[src/rtl/cpu_trace_recorder.sv]
// cpu_trace_recorder: snoops the single-cycle CPU's PC, register-file writes
// and data-memory writes, logging commit events with a cycle stamp into a
// DEPTH-entry show-ahead buffer drained through the rd_* port. A sticky done
// flag is raised on a PC self-loop halt or when the cycle budget runs out.
// Optional feature macro: TRACE_WRAP_EN -- when defined the full buffer acts as
// a flight recorder (oldest entry overwritten); otherwise new entries are
// discarded while full. Either way every lost event bumps drop_cnt_o.
// Read port handshake: rd_valid_o is high whenever an entry is stored and the
// head fields are then meaningful; the head is popped on a clock edge where
// rd_en_i && rd_valid_o, and rd_en_i while empty has no effect.
module cpu_trace_recorder #(
    parameter int DATA_W      = 32,
    parameter int PC_W        = 32,
    parameter int MADDR_W     = 32,
    parameter int DEPTH       = 16,
    parameter int CYC_W       = 16,
    parameter int HALT_CYCLES = 4,
    parameter int MAX_CYCLES  = 320
) (
    input  logic                       clk_i,
    input  logic                       rst_i,
    input  logic [PC_W-1:0]            pc_i,
    input  logic                       reg_we_i,
    input  logic [4:0]                 reg_addr_i,
    input  logic [DATA_W-1:0]          reg_wdata_i,
    input  logic                       mem_we_i,
    input  logic [MADDR_W-1:0]         mem_addr_i,
    input  logic [DATA_W-1:0]          mem_wdata_i,
    input  logic                       rd_en_i,
    output logic                       rd_valid_o,
    output logic [CYC_W-1:0]           rd_cycle_o,
    output logic [PC_W-1:0]            rd_pc_o,
    output logic [1:0]                 rd_flags_o,
    output logic [4:0]                 rd_reg_addr_o,
    output logic [DATA_W-1:0]          rd_reg_data_o,
    output logic [MADDR_W-1:0]         rd_mem_addr_o,
    output logic [DATA_W-1:0]          rd_mem_data_o,
    output logic [$clog2(DEPTH):0]     count_o,
    output logic                       full_o,
    output logic                       empty_o,
    output logic [15:0]                drop_cnt_o,
    output logic [CYC_W-1:0]           cycle_o,
    output logic                       done_o
);
    localparam int AW    = $clog2(DEPTH);
    localparam int CNT_W = AW + 1;
    localparam int SW    = $clog2(HALT_CYCLES + 1);

    typedef struct packed {
        logic [CYC_W-1:0]   cycle;
        logic [PC_W-1:0]    pc;
        logic [1:0]         flags;
        logic [4:0]         reg_addr;
        logic [DATA_W-1:0]  reg_data;
        logic [MADDR_W-1:0] mem_addr;
        logic [DATA_W-1:0]  mem_data;
    } entry_t;

    entry_t buf_mem [DEPTH];

    logic [AW-1:0]    wr_ptr_q, wr_ptr_d;
    logic [AW-1:0]    rd_ptr_q, rd_ptr_d;
    logic [CNT_W-1:0] count_q, count_d;
    logic [15:0]      drop_q, drop_d;
    logic [CYC_W-1:0] cycle_q, cycle_d;
    logic             done_q, done_d;
    logic [PC_W-1:0]  pc_prev_q, pc_prev_d;
    logic [SW-1:0]    stall_q, stall_d;

    logic   reg_ev, mem_ev, push, pop, full, overflow, wr_en;
    entry_t new_entry;

    assign reg_ev = reg_we_i && (reg_addr_i != 5'd0);
    assign mem_ev = mem_we_i;
    assign push   = !done_q && (reg_ev || mem_ev);
    assign pop    = rd_en_i && (count_q != '0);
    assign full   = (count_q == CNT_W'(DEPTH));

    assign new_entry = '{cycle: cycle_q, pc: pc_i, flags: {mem_ev, reg_ev},
                         reg_addr: reg_addr_i, reg_data: reg_wdata_i,
                         mem_addr: mem_addr_i, mem_data: mem_wdata_i};

    // Next-state: buffer pointers/occupancy, drop counter, cycle stamp, halt detect
    always_comb begin
        wr_ptr_d  = wr_ptr_q;
        rd_ptr_d  = rd_ptr_q;
        count_d   = count_q;
        drop_d    = drop_q;
        cycle_d   = cycle_q;
        done_d    = done_q;
        pc_prev_d = pc_i;
        stall_d   = '0;
        overflow  = 1'b0;
        wr_en     = 1'b0;

        if (push && full && !pop) begin
            overflow = 1'b1;
`ifdef TRACE_WRAP_EN
            // Overwrite the oldest entry; the head moves past it, count stays DEPTH
            wr_en    = 1'b1;
            wr_ptr_d = wr_ptr_q + AW'(1);
            rd_ptr_d = rd_ptr_q + AW'(1);
`else
            // New entry is discarded; buffer contents untouched
`endif
        end else begin
            if (push) begin
                wr_en    = 1'b1;
                wr_ptr_d = wr_ptr_q + AW'(1);
            end
            if (pop) begin
                rd_ptr_d = rd_ptr_q + AW'(1);
            end
            if (push && !pop) begin
                count_d = count_q + CNT_W'(1);
            end else if (pop && !push) begin
                count_d = count_q - CNT_W'(1);
            end
        end

        if (overflow && (drop_q != 16'hFFFF)) begin
            drop_d = drop_q + 16'd1;
        end

        if (!done_q && (cycle_q != '1)) begin
            cycle_d = cycle_q + CYC_W'(1);
        end

        if (pc_i == pc_prev_q) begin
            stall_d = (stall_q == '1) ? stall_q : stall_q + SW'(1);
        end

        if ((stall_d == SW'(HALT_CYCLES)) || (cycle_q == CYC_W'(MAX_CYCLES - 1))) begin
            done_d = 1'b1;
        end
    end

    // State registers with asynchronous active-low reset
    always_ff @(posedge clk_i or negedge rst_i) begin
        if (!rst_i) begin
            wr_ptr_q  <= '0;
            rd_ptr_q  <= '0;
            count_q   <= '0;
            drop_q    <= '0;
            cycle_q   <= '0;
            done_q    <= 1'b0;
            pc_prev_q <= '0;
            stall_q   <= '0;
        end else begin
            wr_ptr_q  <= wr_ptr_d;
            rd_ptr_q  <= rd_ptr_d;
            count_q   <= count_d;
            drop_q    <= drop_d;
            cycle_q   <= cycle_d;
            done_q    <= done_d;
            pc_prev_q <= pc_prev_d;
            stall_q   <= stall_d;
        end
    end

    // Trace storage; contents are not cleared by reset
    always_ff @(posedge clk_i) begin
        if (wr_en) begin
            buf_mem[wr_ptr_q] <= new_entry;
        end
    end

    assign rd_valid_o    = (count_q != '0);
    assign rd_cycle_o    = buf_mem[rd_ptr_q].cycle;
    assign rd_pc_o       = buf_mem[rd_ptr_q].pc;
    assign rd_flags_o    = buf_mem[rd_ptr_q].flags;
    assign rd_reg_addr_o = buf_mem[rd_ptr_q].reg_addr;
    assign rd_reg_data_o = buf_mem[rd_ptr_q].reg_data;
    assign rd_mem_addr_o = buf_mem[rd_ptr_q].mem_addr;
    assign rd_mem_data_o = buf_mem[rd_ptr_q].mem_data;
    assign count_o       = count_q;
    assign full_o        = full;
    assign empty_o       = (count_q == '0);
    assign drop_cnt_o    = drop_q;
    assign cycle_o       = cycle_q;
    assign done_o        = done_q;

endmodule

[config.mk]
export PLATFORM = sky130hd
export DESIGN_NAME = cpu_trace_recorder
export DESIGN_NICKNAME = d
export VERILOG_FILES = /design/src/rtl/cpu_trace_recorder.sv
export SDC_FILE = /design/constraint.sdc
export NUM_CORES = 2
export LEC_CHECK = 0
export ABC_CLOCK_PERIOD_IN_PS = 52000
export BUFFER_PORTS_ARGS = -buffer_cell sky130_fd_sc_hd__buf_2
export CORE_AREA = 2 2 523 525
export DETAILED_ROUTE_END_ITERATION = 6
export DIE_AREA = 0 0 525 527
export PLACE_DENSITY = 0.49
export SYNTH_ARGS = -nofsm -noshare
export SYNTH_HDL_FRONTEND = slang
export SYNTH_SLANG_ARGS = --single-unit
[constraint.sdc]
create_clock -name clk_i -period 52 [get_ports clk_i]
set_clock_uncertainty 0.2 [all_clocks]
set_input_delay 10.4 -clock clk_i [delete_from_list [all_inputs] [get_ports clk_i]]
set_output_delay 10.4 -clock clk_i [all_outputs]
set_load 0.03 [all_outputs]
==> impl_metrics.ini <==
[sta]
worst_pin_slew_ns = 1.29
rsz0062_at_grt = false
setup_viol = 0
finalHoldViolCount = 0
finalSetupTns_ns = 0
slew_headroom_pct = 14.3
max_clock_freq_ghz = 0.0579
period_minus_slack_ns = 17.28
post-route-period-util_pct = 33.2
finalMaxSlewViolations = 0

[logic_synthesis]
post-synth-top-area-cell = edfxtp_1
syn_inst = 3897
yosysMostFrequentCell = edfxtp_1
yosysWarnings = 0
ys_seq_area_share_pct = 78.8
synth_edf_count = 2416
async_flop_share_pct = 3.24
ys_ff_latch = 2497
ys_types = 44
synth_area_mm2 = 0.0946
synth_flop_cell = edfxtp_1
syn_area_per_cell_um2 = 24.3
ys_top_cells_by_area = edfxtp_1, mux4_2, dfrtp_1, mux2i_1, a211oi_1
synth_fp_nets = 4048
synthTopCellsByCount = edfxtp_1, mux4_2, clkbuf_1, dfrtp_1, a21oi_1
synth.top_cell.area_share_pct = 76.7

[global_routing]
grt-ovfl-total = 0
grt_max_degree = 124
grt_pass1_vias = 45500
grt_pass1_wl_mm = 343
grt.total_usage_pct = 17.2
antenna_found_initial = 50

[clock_tree]
clkLatencyLatePin_ns = 0.86
cts.htree.levels = 5
cts_tree = yes
cts_buffers = 287
clock-sinks = 2497
cts_root_buf = clkbuf_16
path_clk_slew_ns = 0.06
post_cts_buffers = 0
postCtsHoldBufs = 0
cts_max_path_buffers = 4
cts_resized = 0

[routing]
num_vias = 43100
ant_nets = 0
via_per_inst = 5.23
wl_mm = 241
wl_per_cell_um = 29.3
drc = 0
first_pass_iters = 6
drt_iter0_drc = 3606

[floorplanning]
num_rows = 192
die_y_um = 527
start_util_pct = 34.8
die_area_mm2 = 0.277
core_mm2 = 0.272
fp.dieW_um = 525
num_io_pins = 330

[pwr]
peakVddDrop_mv = 0.0388
powerDensity_mw_per_mm2 = 51.7
leakagePower_uw = 0.0350

[cells_and_area]
area_growth_pct = 16.0
stdcell_count = 8234
drive_gt1_share_pct = 32.9
nets = 4567

[setup_path]
cp_slowest_cell = dfrtp_4
path_buf_inv = 5
crit_path_max_incr_delay_ns = 1.09
crit_top_cell = buf_4
ff2ff_path_depth = 8
path_max_fanout = 47
crit_chain = buf_4 > buf_4 > buf_4 > buf_4 > mux4_2 > mux4_2 > buf_2
cp-start-kind = flip-flop
critical_path_arrival_ns = 6.68
ff2ff_setup_slack_ns = 46.18
critPathTopFamily = buffers and inverters
timing.rr.end = buf_mem[9][40]$_DFFE_PP_
reg2reg_from = done_o$_DFFE_PN0P_
cp.required_ns = 41.40
criticalPathCategory = flip-flop to output pin
cp.depth = 7
cp-end-kind = output pin

[job]
cap_violations = 0

[min_path]
hp-start = drop_cnt_o[6]$_DFFE_PN0P_
whs_endpoint = drop_cnt_o[6]$_DFFE_PN0P_
hold_path_depth = 1
min_path_type = flip-flop to flip-flop

[placement]
portBuffers = 329
dp.cells = 7716
routabilityCongestion = 0.703
hpwl_mm = 121

[status]
outcome = finished, final reports clean
## layout by cell type (no fill, tap or decap), types with 4 or more instances in the layout
cell type / synthesis / final
clkinv_1: 0 / 61
buf_12: 0 / 11
nand3_1: 13 / 13
nor2_4: 0 / 4
nor3b_1: 4 / 4
buf_4: 18 / 87
ha_1: 12 / 12
diode_2: 0 / 8
nor4_2: 0 / 4
a211oi_1: 66 / 66
clkbuf_1: 89 / 69
clkbuf_8: 0 / 13
nor3_1: 8 / 8
nand2b_1: 4 / 4
and3_1: 5 / 5
nor2b_1: 64 / 64
dfrtp_1: 81 / 77
mux2i_1: 65 / 65
clkinvlp_4: 0 / 7
dfrtp_4: 0 / 4
nor4_1: 9 / 5
bufinv_16: 0 / 12
xor2_1: 12 / 12
mux4_2: 691 / 691
nand4_1: 22 / 22
nor2_1: 22 / 18
buf_2: 69 / 328
clkinv_2: 0 / 36
nand2_1: 26 / 26
xnor2_1: 56 / 56
clkbuf_16: 0 / 295
and2_4: 0 / 8
mux2_2: 5 / 5
inv_6: 0 / 6
a21oi_1: 70 / 70
edfxtp_1: 2416 / 2416
inv_1: 14 / 14
## state kept, by name, indices dropped and copies added (netlist names)
| signal | cells |
|---|---|
| drop_cnt_o | 16 |
| buf_mem | 2416 |
| wr_ptr_q | 4 |
| rd_ptr_q | 4 |
| pc_prev_q | 32 |
| cycle_o | 16 |
| done_o | 1 |
| stall_q | 3 |
| count_o | 5 |
## per-stage QoR
step	setup WS [ns]	area (µm²)	power, µW	hold slack, ns	utilization (%)
after CTS	34.29	110000	5770	0.312	40.4
after floorplan	25.31	94600	3390	0.320	-
final	34.72	110000	5670	0.317	40.4
after global placement	35.28	101000	3840	0.296	37.1
after detailed placement	35.23	101000	3840	0.298	37.1
after global routing	33.99	110000	5910	0.343	40.4
## power breakdown
| part | internal [µW] | total, µW | switching [µW] |
|---|---|---|---|
| Combinational | 636 | 1510 | 870 |
| Clock | 1120 | 1920 | 797 |
| Sequential | 2210 | 2250 | 42.4 |
| Total | 3960 | 5670 | 1710 |
## worst max-delay path by stage
stage / startpoint / endpoint
6_report: rd_ptr_q[0]$_DFFE_PN0P_ / rd_mem_addr_o[19]
5_1_grt: rd_ptr_q[0]$_DFFE_PN0P_ / rd_reg_data_o[28]
4_1_cts: rd_ptr_q[0]$_DFFE_PN0P_ / rd_mem_addr_o[19]
3_5_place_dp: rd_ptr_q[0]$_DFFE_PN0P_ / rd_mem_addr_o[19]
3_3_place_gp: rd_ptr_q[0]$_DFFE_PN0P_ / rd_mem_addr_o[19]
2_1_floorplan: reg_addr_i[1] / buf_mem[0][0]$_DFFE_PP_
## area by class of cell
class                   instances  area (µm²)
multi-input cells            1190       19200
flip-flops and latches       2497       74600
inverters                      14        52.6
diodes                          8        20.0
clock buffers                 377        7820
fillers                     23800      162000
clock inverters               133        1090
well taps                    3589        4490
repair buffers                426        2510
## logic make-up (layout without fill, tap and decap cells)
kind of cell / after synthesis / after routing / share of synthesized area (%)
other: 0 / 8 / 0
AO/OA/AOI/OAI: 150 / 150 / 1.00
adder cells (fa/ha/maj): 13 / 13 / 0.180
multiplexers: 761 / 761 / 17.2
AND/OR/NAND/NOR: 198 / 198 / 1.18
XOR/XNOR: 68 / 68 / 0.629
buffers and inverters: 210 / 950 / 1.01
flip-flops: 2497 / 2497 / 78.8
## per-layer routing
layer / vias to the layer above / track usage [%] / wire [µm]
li1: 17800 / - / -
met1: 23800 / 24.2 / 107000
met2: 1057 / 27.7 / 116000
met3: 372 / 3.72 / 13400
met4: 42 / 3.56 / 4390
met5: - / 0 / 247
No activity file was read; power rests on OpenSTA's default activity.
